File: src/rtl/calc_pkg.sv
// Shared state encoding and operation codes for the calculator control path.
package calc_pkg;

    typedef enum logic [2:0] {
        WAIT_A  = 3'd0,
        WAIT_OP = 3'd1,
        WAIT_B  = 3'd2,
        EXEC    = 3'd3,
        SHOW    = 3'd4
    } state_t;

    localparam logic [1:0] OP_PASS = 2'b00;
    localparam logic [1:0] OP_ADD  = 2'b01;
    localparam logic [1:0] OP_SUB  = 2'b10;
    localparam logic [1:0] OP_MUL  = 2'b11;

endpackage

File: src/rtl/calc_input_fsm_rise_detect.sv
// Purpose: registered rising-edge detector for a level input already synchronous to clk.
// Latency: the rise output is combinational from d against the previous-cycle register.
// Backpressure: none; the output pulses once per low-to-high transition.
module rise_detect #(
    parameter logic RST_VAL = 1'b1
) (
    input  logic clk,
    input  logic rst_n,
    input  logic d,
    output logic rise
);

    logic d_q;

    always_ff @(posedge clk) begin
        if (!rst_n) d_q <= RST_VAL;
        else        d_q <= d;
    end

    assign rise = d & ~d_q;

endmodule

File: src/rtl/calc_input_fsm.sv
// Purpose: sequences A / op / B entry, drives the arithmetic unit and registers its result.
// Latency: result registers at the edge ending the single EXEC cycle.
// Backpressure: none; one action per ENTER press, and clear overrides everything.
module calc_input_fsm
    import calc_pkg::*;
#(
    parameter int WIDTH = 8
) (
    input  logic                 clk,
    input  logic                 rst_n,
    input  logic [WIDTH-1:0]     data_in,
    input  logic [1:0]           op_in,
    input  logic                 enter,
    input  logic                 clear,
    input  logic [2*WIDTH-1:0]   au_result,
    output logic [1:0]           au_signal,
    output logic [WIDTH-1:0]     au_a,
    output logic [WIDTH-1:0]     au_b,
    output logic [2*WIDTH-1:0]   result,
    output logic                 result_valid,
    output logic                 overflow,
    output logic [2:0]           state
);

    state_t               state_q, state_d;
    logic [WIDTH-1:0]     a_q, a_d, b_q, b_d;
    logic [1:0]           op_q, op_d;
    logic [2*WIDTH-1:0]   result_q, result_d;
    logic                 overflow_q, overflow_d;
    logic                 enter_rise;

    // Reset value 1 keeps an ENTER held through reset from firing on release.
    rise_detect #(.RST_VAL(1'b1)) u_enter_rise (
        .clk   (clk),
        .rst_n (rst_n),
        .d     (enter),
        .rise  (enter_rise)
    );

    always_comb begin
        state_d    = state_q;
        a_d        = a_q;
        b_d        = b_q;
        op_d       = op_q;
        result_d   = result_q;
        overflow_d = overflow_q;
        au_signal  = OP_PASS;

        case (state_q)
            WAIT_A: if (enter_rise) begin
                a_d     = data_in;
                state_d = WAIT_OP;
            end
            WAIT_OP: if (enter_rise) begin
                op_d    = op_in;
                state_d = (op_in == OP_PASS) ? EXEC : WAIT_B;
            end
            WAIT_B: if (enter_rise) begin
                b_d     = data_in;
                state_d = EXEC;
            end
            EXEC: begin
                au_signal  = op_q;
                result_d   = au_result;
                overflow_d = |au_result[2*WIDTH-1:WIDTH];
                state_d    = SHOW;
            end
            SHOW: if (enter_rise) begin
                // Chaining keeps only the low half, even when the result overflowed.
                a_d     = result_q[WIDTH-1:0];
                b_d     = '0;
                state_d = WAIT_OP;
            end
            default: state_d = WAIT_A;
        endcase

        if (clear) begin
            state_d    = WAIT_A;
            a_d        = '0;
            b_d        = '0;
            op_d       = OP_PASS;
            result_d   = '0;
            overflow_d = 1'b0;
        end
    end

    always_ff @(posedge clk) begin
        if (!rst_n) begin
            state_q    <= WAIT_A;
            a_q        <= '0;
            b_q        <= '0;
            op_q       <= OP_PASS;
            result_q   <= '0;
            overflow_q <= 1'b0;
        end else begin
            state_q    <= state_d;
            a_q        <= a_d;
            b_q        <= b_d;
            op_q       <= op_d;
            result_q   <= result_d;
            overflow_q <= overflow_d;
        end
    end

    assign au_a         = a_q;
    assign au_b         = b_q;
    assign result       = result_q;
    assign overflow     = overflow_q;
    assign result_valid = (state_q == SHOW);
    assign state        = state_q;

endmodule

File: config.mk
export PLATFORM = sky130hd
export DESIGN_NAME = calc_input_fsm
export DESIGN_NICKNAME = d
export VERILOG_FILES = /design/src/rtl/calc_pkg.sv /design/src/rtl/calc_input_fsm_rise_detect.sv /design/src/rtl/calc_input_fsm.sv
export SDC_FILE = /design/constraint.sdc
export NUM_CORES = 1
export LEC_CHECK = 0
export CAP_MARGIN = 20
export CORE_ASPECT_RATIO = 1.25
export CORE_MARGIN = 2
export CORE_UTILIZATION = 38
export DETAILED_ROUTE_END_ITERATION = 6
export PLACE_DENSITY = 0.71
export SETUP_SLACK_MARGIN = 0.02
export SYNTH_ARGS = -nofsm -noshare
export SYNTH_HDL_FRONTEND = slang
export SYNTH_SLANG_ARGS = --single-unit
export TNS_END_PERCENT = 50
File: constraint.sdc
create_clock -name clk -period 1.3 [get_ports clk]
set_input_delay 0.13 -clock clk [delete_from_list [all_inputs] [get_ports clk]]
set_output_delay 0.13 -clock clk [all_outputs]
set_load 0.02 [all_outputs]
* After elaboration in Yosys (flattened, before gate mapping)
Cells that the tools add are included.
** Storage, ports and cells
- Register bits :: 39
- Input bits :: 30
- Output and inout port bits :: 39
- Word-level logic and storage cells :: 41
** Operators by class
- Equal/unequal tests :: 9
- Multiplexer cells :: 11
- Bitwise logic cells :: 3
- Reductions and logical operators :: 11
** Operator list (count)
- 8-bit case mux with 2 select lines :: 2
- 8-bit two-way mux :: 3
- 3-bit case mux with 4 select lines :: 1
- 3-bit two-way mux :: 3
- 3-bit AND reduction :: 3
- 8-bit OR reduction :: 1
- 3-bit by 2-bit == test with 1-bit output (second input constant) :: 2
- 2-bit inequality test (second input constant) :: 3
- 2-bit by 1-bit inequality test with 1-bit output (second input constant) :: 2
- 2-bit nonzero test :: 2
- 2-bit OR reduction :: 2
- 3-bit by 1-bit == test with 1-bit output (second input constant) :: 1
- 3-bit == test (second input constant) :: 1
- 3-bit logical NOT :: 1
- 2-bit logical NOT :: 1
- 2-bit two-way mux :: 1
- 1-bit NOT :: 2
- 2-bit AND reduction :: 1
- 1-bit bitwise AND :: 1
- 1-bit two-way mux :: 1

* Longest topological paths before layout
- Depth after elaboration :: 4
- Mapped depth :: 5
- Mapped depth without buffers :: 3

* Cells and area by module
Synthesis repeated with hierarchy kept, for this count alone.
** Unflattened totals
- Cell total of the unflattened synthesis :: 186
- Area total of the unflattened synthesis :: 1631.6 um^2
** By module, submodules not included
- calc_input_fsm :: instances 1, cells each 183, area an instance 1591.5 um^2, sequential area each 760.7 um^2
- rise_detect :: instances 1, cells each 3, area an instance 40.0 um^2, sequential area each 20.0 um^2

* Least setup slack after synthesis
Ideal clock, no wire load.
- Kind :: flip-flop to flip-flop
- Start point :: reg state_q[2], in the netlist state[2]
- End point :: reg b_q[0], in the netlist au_b[0]
- Arrival :: 1467 ps
- Path slack :: -282 ps
- Stages on the path, launching flop included :: 5
- Buffers on the path :: 1
- Clock period less this slack :: 1582 ps
- Cells stage by stage :: dfxtp_1 -> buf_4 -> nor3b_2 -> nor2_1 -> a31o_1
** Between the ends
- Word-level cells in the longest chain between the ends :: 3
** RTL lines
- from (decl) :: RTL line calc_input_fsm.sv:25 : state_t state_q, state_d;
- from (signal assigned) :: RTL line calc_input_fsm.sv:96 : state_q <= state_d;
- 3-bit == test (*)
- named net result_valid :: RTL line calc_input_fsm.sv:20 : output logic result_valid,
- 2-bit by 1-bit inequality test with 1-bit output (no line) or 2-bit nonzero test (tied branches)
- 3-bit AND reduction (no line)
- to (signal assigned) :: RTL line calc_input_fsm.sv:91 : b_q <= '0;
- to (signal assigned) :: RTL line calc_input_fsm.sv:98 : b_q <= b_d;
- to (decl) :: RTL line calc_input_fsm.sv:26 : logic [WIDTH-1:0] a_q, a_d, b_q, b_d;
The timed path passes the listed nets; every way through them passes the cells marked *.
A chain may end at the register's enable or synchronous reset.

* Final worst setup path
- Start point :: reg state_q[1], in the netlist state[1]
- End point :: reg a_q[5], in the netlist au_a[5]
** Between the ends
- Word-level cells in the longest chain between the ends :: 3
** RTL lines
- 3-bit == test or 3-bit logical NOT (tied branches) :: RTL line calc_input_fsm.sv:49 : case (state_q)
- 2-bit by 1-bit inequality test with 1-bit output (no line), or another cell as far along
- 3-bit AND reduction (no line)
- to (signal assigned) :: RTL line calc_input_fsm.sv:90 : a_q <= '0;
- to (signal assigned) :: RTL line calc_input_fsm.sv:97 : a_q <= a_d;
- to (decl) :: RTL line calc_input_fsm.sv:26
Several ways; a longest one is shown, not always the timed one.

==> flow_summary.yaml <==
detailed_routing:
  post_drt_wl_per_cell_um: 14.83
  via_count: 1662
  drtPass1Iterations: 4
  totalWireLength_mm: 4.937
  via_per_inst: 4.991
  ant_nets: 0
  drt_iter0_drc: 57
  drc: 0
grt:
  grt_pass1_wl_mm: 7.541
  track_usage_pct: 19.74
  grt-ovfl-total: 0
  grt_max_degree: 20
  antenna_found_initial: 0
  grt_pass1_vias: 1569
cts:
  cts_made_buffers: 5
  cts_tree: "done"
  clkTransAtPathRegs_ns: 0.07
  hold_buffers: 0
  clk_latency_ns: 0.29
  htree_levels: 2
  cts_root_buf: "clkbuf_8"
  clock-sinks: 39
  clock_path_buffers: 2
timing:
  finalHoldViolations: 0
  finalClockSkew_ns: 0.004397
  worstMarginPinSlew_ns: 0.2926
  fmax_mhz: 740.1
  fin_setup_tns_ns: -0.2125
  finalCriticalPeriod_ns: 1.351
  drv_slew: 0
  setup_slack_ns: -0.05113
  max_slew_margin_pct: 80.47
  setup_violations: 8
  rsz0062_at_grt: "true"
  hold_slack_ns: 0.3762
  min_period_over_period_pct: 103.9
yosys:
  yosysWarningCount: 0
  ys_seq_area_share_pct: 47.27
  ys_ff_latch: 39
  synth_edf_count: 0
  synth-main-ff-cell: "dfxtp_1"
  ys_async_sr_fraction_pct: 0
  syn_avg_cell_area_um2: 8.976
  synth_nets: 214
  syn_area_mm2: 0.001652
  ys_types: 31
  synthCells: 184
worst_setup_path:
  crit_fanout: 8
  rr_endpoint: "au_a[5]$_SDFFE_PP0P_"
  start_kind: "register"
  arrival_ns: 1.56
  setup.worst_path.start: "state[1]$_SDFFE_PP0P_"
  critPathCapture: "au_a[5]$_SDFFE_PP0P_"
  r2r_slack_ns: -0.05
  crit_required_ns: 1.51
  cp-end-kind: "register"
  worstRegToRegCells: 6
  rr_startpoint: "state[1]$_SDFFE_PP0P_"
  path_class: "register to register"
final_layout:
  final_cells: 333
  drive_gt1_share_pct: 28.16
  diodes: 0
  multiInputGateArea_um2: 894.6
  final_cell_area_mm2: 0.002828
  ff_latch_area_um2: 792.0
  synthToLayoutAreaGrowth_pct: 71.21
  finalNetCount: 306
  n_fill_cell: 357
  final_util_pct: 68.44
placed_design:
  dp_hpwl_mm: 3.272
  io_buffer_count: 68
  place_congestion: 0.7639
  pre_cts_slack_ns: -0.1646
  post_dp_cell_area_mm2: 0.002544
  place_inst: 314
floorplan:
  io_pins: 69
  fp.dieH_um: 77.71
  initial_core_util_pct: 39.98
  core_area_mm2: 0.004131
  die_area_mm2: 0.004893
  row_count: 26
  die_x_um: 62.97
pwr:
  finalPower_mw: 2.249
  clkPwrFrac_pct: 34.1
  internal_power_mw: 1.735
  leakagePower_nw: 1.139
  power_frac_comb_pct: 12.2
  ir_worst_vdd_uv: 514.3
  seqPwrFrac_pct: 53.6
  p_per_area_mw_per_mm2: 795.5
  switchingPower_mw: 0.5140
  swShare_pct: 22.85
flow_run:
  drv_cap: 0
run_status:
  outcome: "complete, but fails checks"
  violations: "setup timing"
worst_hold_path:
  hp-class: "input pin to register"
[sequential cells by signal, summed over array words and instances (netlist names)]
register / cells
au_b: 8
state: 3
op_q: 2
overflow: 1
u_enter_rise.d_q: 1
result: 16
au_a: 8
[cell usage after synthesis, types with 3 or more instances]
master / count / share of area (%)
mux2i_1: 8 / 4.8
and2_1: 3 / 1.1
a211oi_1: 16 / 7.3
buf_2: 4 / 1.2
o21ai_0: 3 / 0.91
a31o_1: 8 / 4.2
clkbuf_1: 3 / 0.68
a21oi_1: 21 / 6.4
nand2_1: 32 / 7.3
inv_1: 9 / 2.0
nor2_1: 11 / 2.5
dfxtp_1: 39 / 47
nand2b_1: 4 / 1.5
[power by group through the flow]
stage,Clock (mW),Combinational (mW),Sequential [mW]
after floorplan,0,0.0709,1.24
after global placement,0,0.238,1.24
after detailed placement,0,0.240,1.24
after CTS,0.786,0.243,1.21
after global routing,0.831,0.294,1.21
final,0.768,0.275,1.21
[layer usage]
layer  track usage, %  wire length (µm)
met1            23.75              2100
met2            32.55              2504
met3            6.377               260
met4            7.556                72
met5                0                 0
[kinds of logic after synthesis]
logic type | Yosys count | share of synthesized area (%)
mux | 8 | 4.849
flops | 39 | 47.27
simple gates | 65 | 20.68
compound gates | 49 | 19.55
xor+xnor | 1 | 0.9851
buf+inv | 22 | 6.666
[worst max-delay path, cell delays in order (launching register included)]
cell	delay, ns
dfxtp_4	0.36
buf_8	0.14
nor4b_4	0.25
buf_4	0.18
buf_12	0.13
nor2_1	0.05
a211oi_1	0.16
[cell usage in the layout, fill, tap and decap left out, types with 3 or more instances in the layout]
master	count
mux2i_1	8
buf_12	4
buf_4	19
a211oi_1	6
a31o_1	8
a21oi_1	19
a211oi_2	11
nor2_1	8
nand2_1	25
buf_6	8
nand2_2	7
dfxtp_4	3
clkbuf_8	5
o21ai_0	3
inv_1	9
nand2b_1	4
and2_4	3
dfxtp_1	36
clkdlybuf4s50_1	29
dlygate4sd2_1	34
[what timing repair did]
item / in CTS / in global routing
resized for setup: 62 / 36
endpoints found under the setup margin: 56 / 37
setup buffers: 3 / 6
gates cloned: 0 / 2
pin swaps: 6 / 8
[layout make-up]
class / instances / share of cell area [%]
clock buffers: 7 / 2.699
clock inverters: 1 / 0.1770
inverters: 9 / 1.195
multi-input cells: 123 / 31.64
flip-flops and latches: 39 / 28.01
well taps: 56 / 2.478
repair buffers: 98 / 33.81
[worst min-delay path by stage]
stage,startpoint,end,slack [ns],depth (start not counted)
6_report,au_result[5],result[5]$_SDFFE_PP0P_,0.38,3
5_1_grt,au_result[5],result[5]$_SDFFE_PP0P_,0.38,3
4_1_cts,au_result[5],result[5]$_SDFFE_PP0P_,0.37,3
3_5_place_dp,result[9]$_SDFFE_PP0P_,result[9]$_SDFFE_PP0P_,0.45,2
3_3_place_gp,result[11]$_SDFFE_PP0P_,result[11]$_SDFFE_PP0P_,0.44,2
2_1_floorplan,rst_n,u_enter_rise.d_q$_SDFF_PN1_,0.20,1
Power figures use the tool's default switching activity.
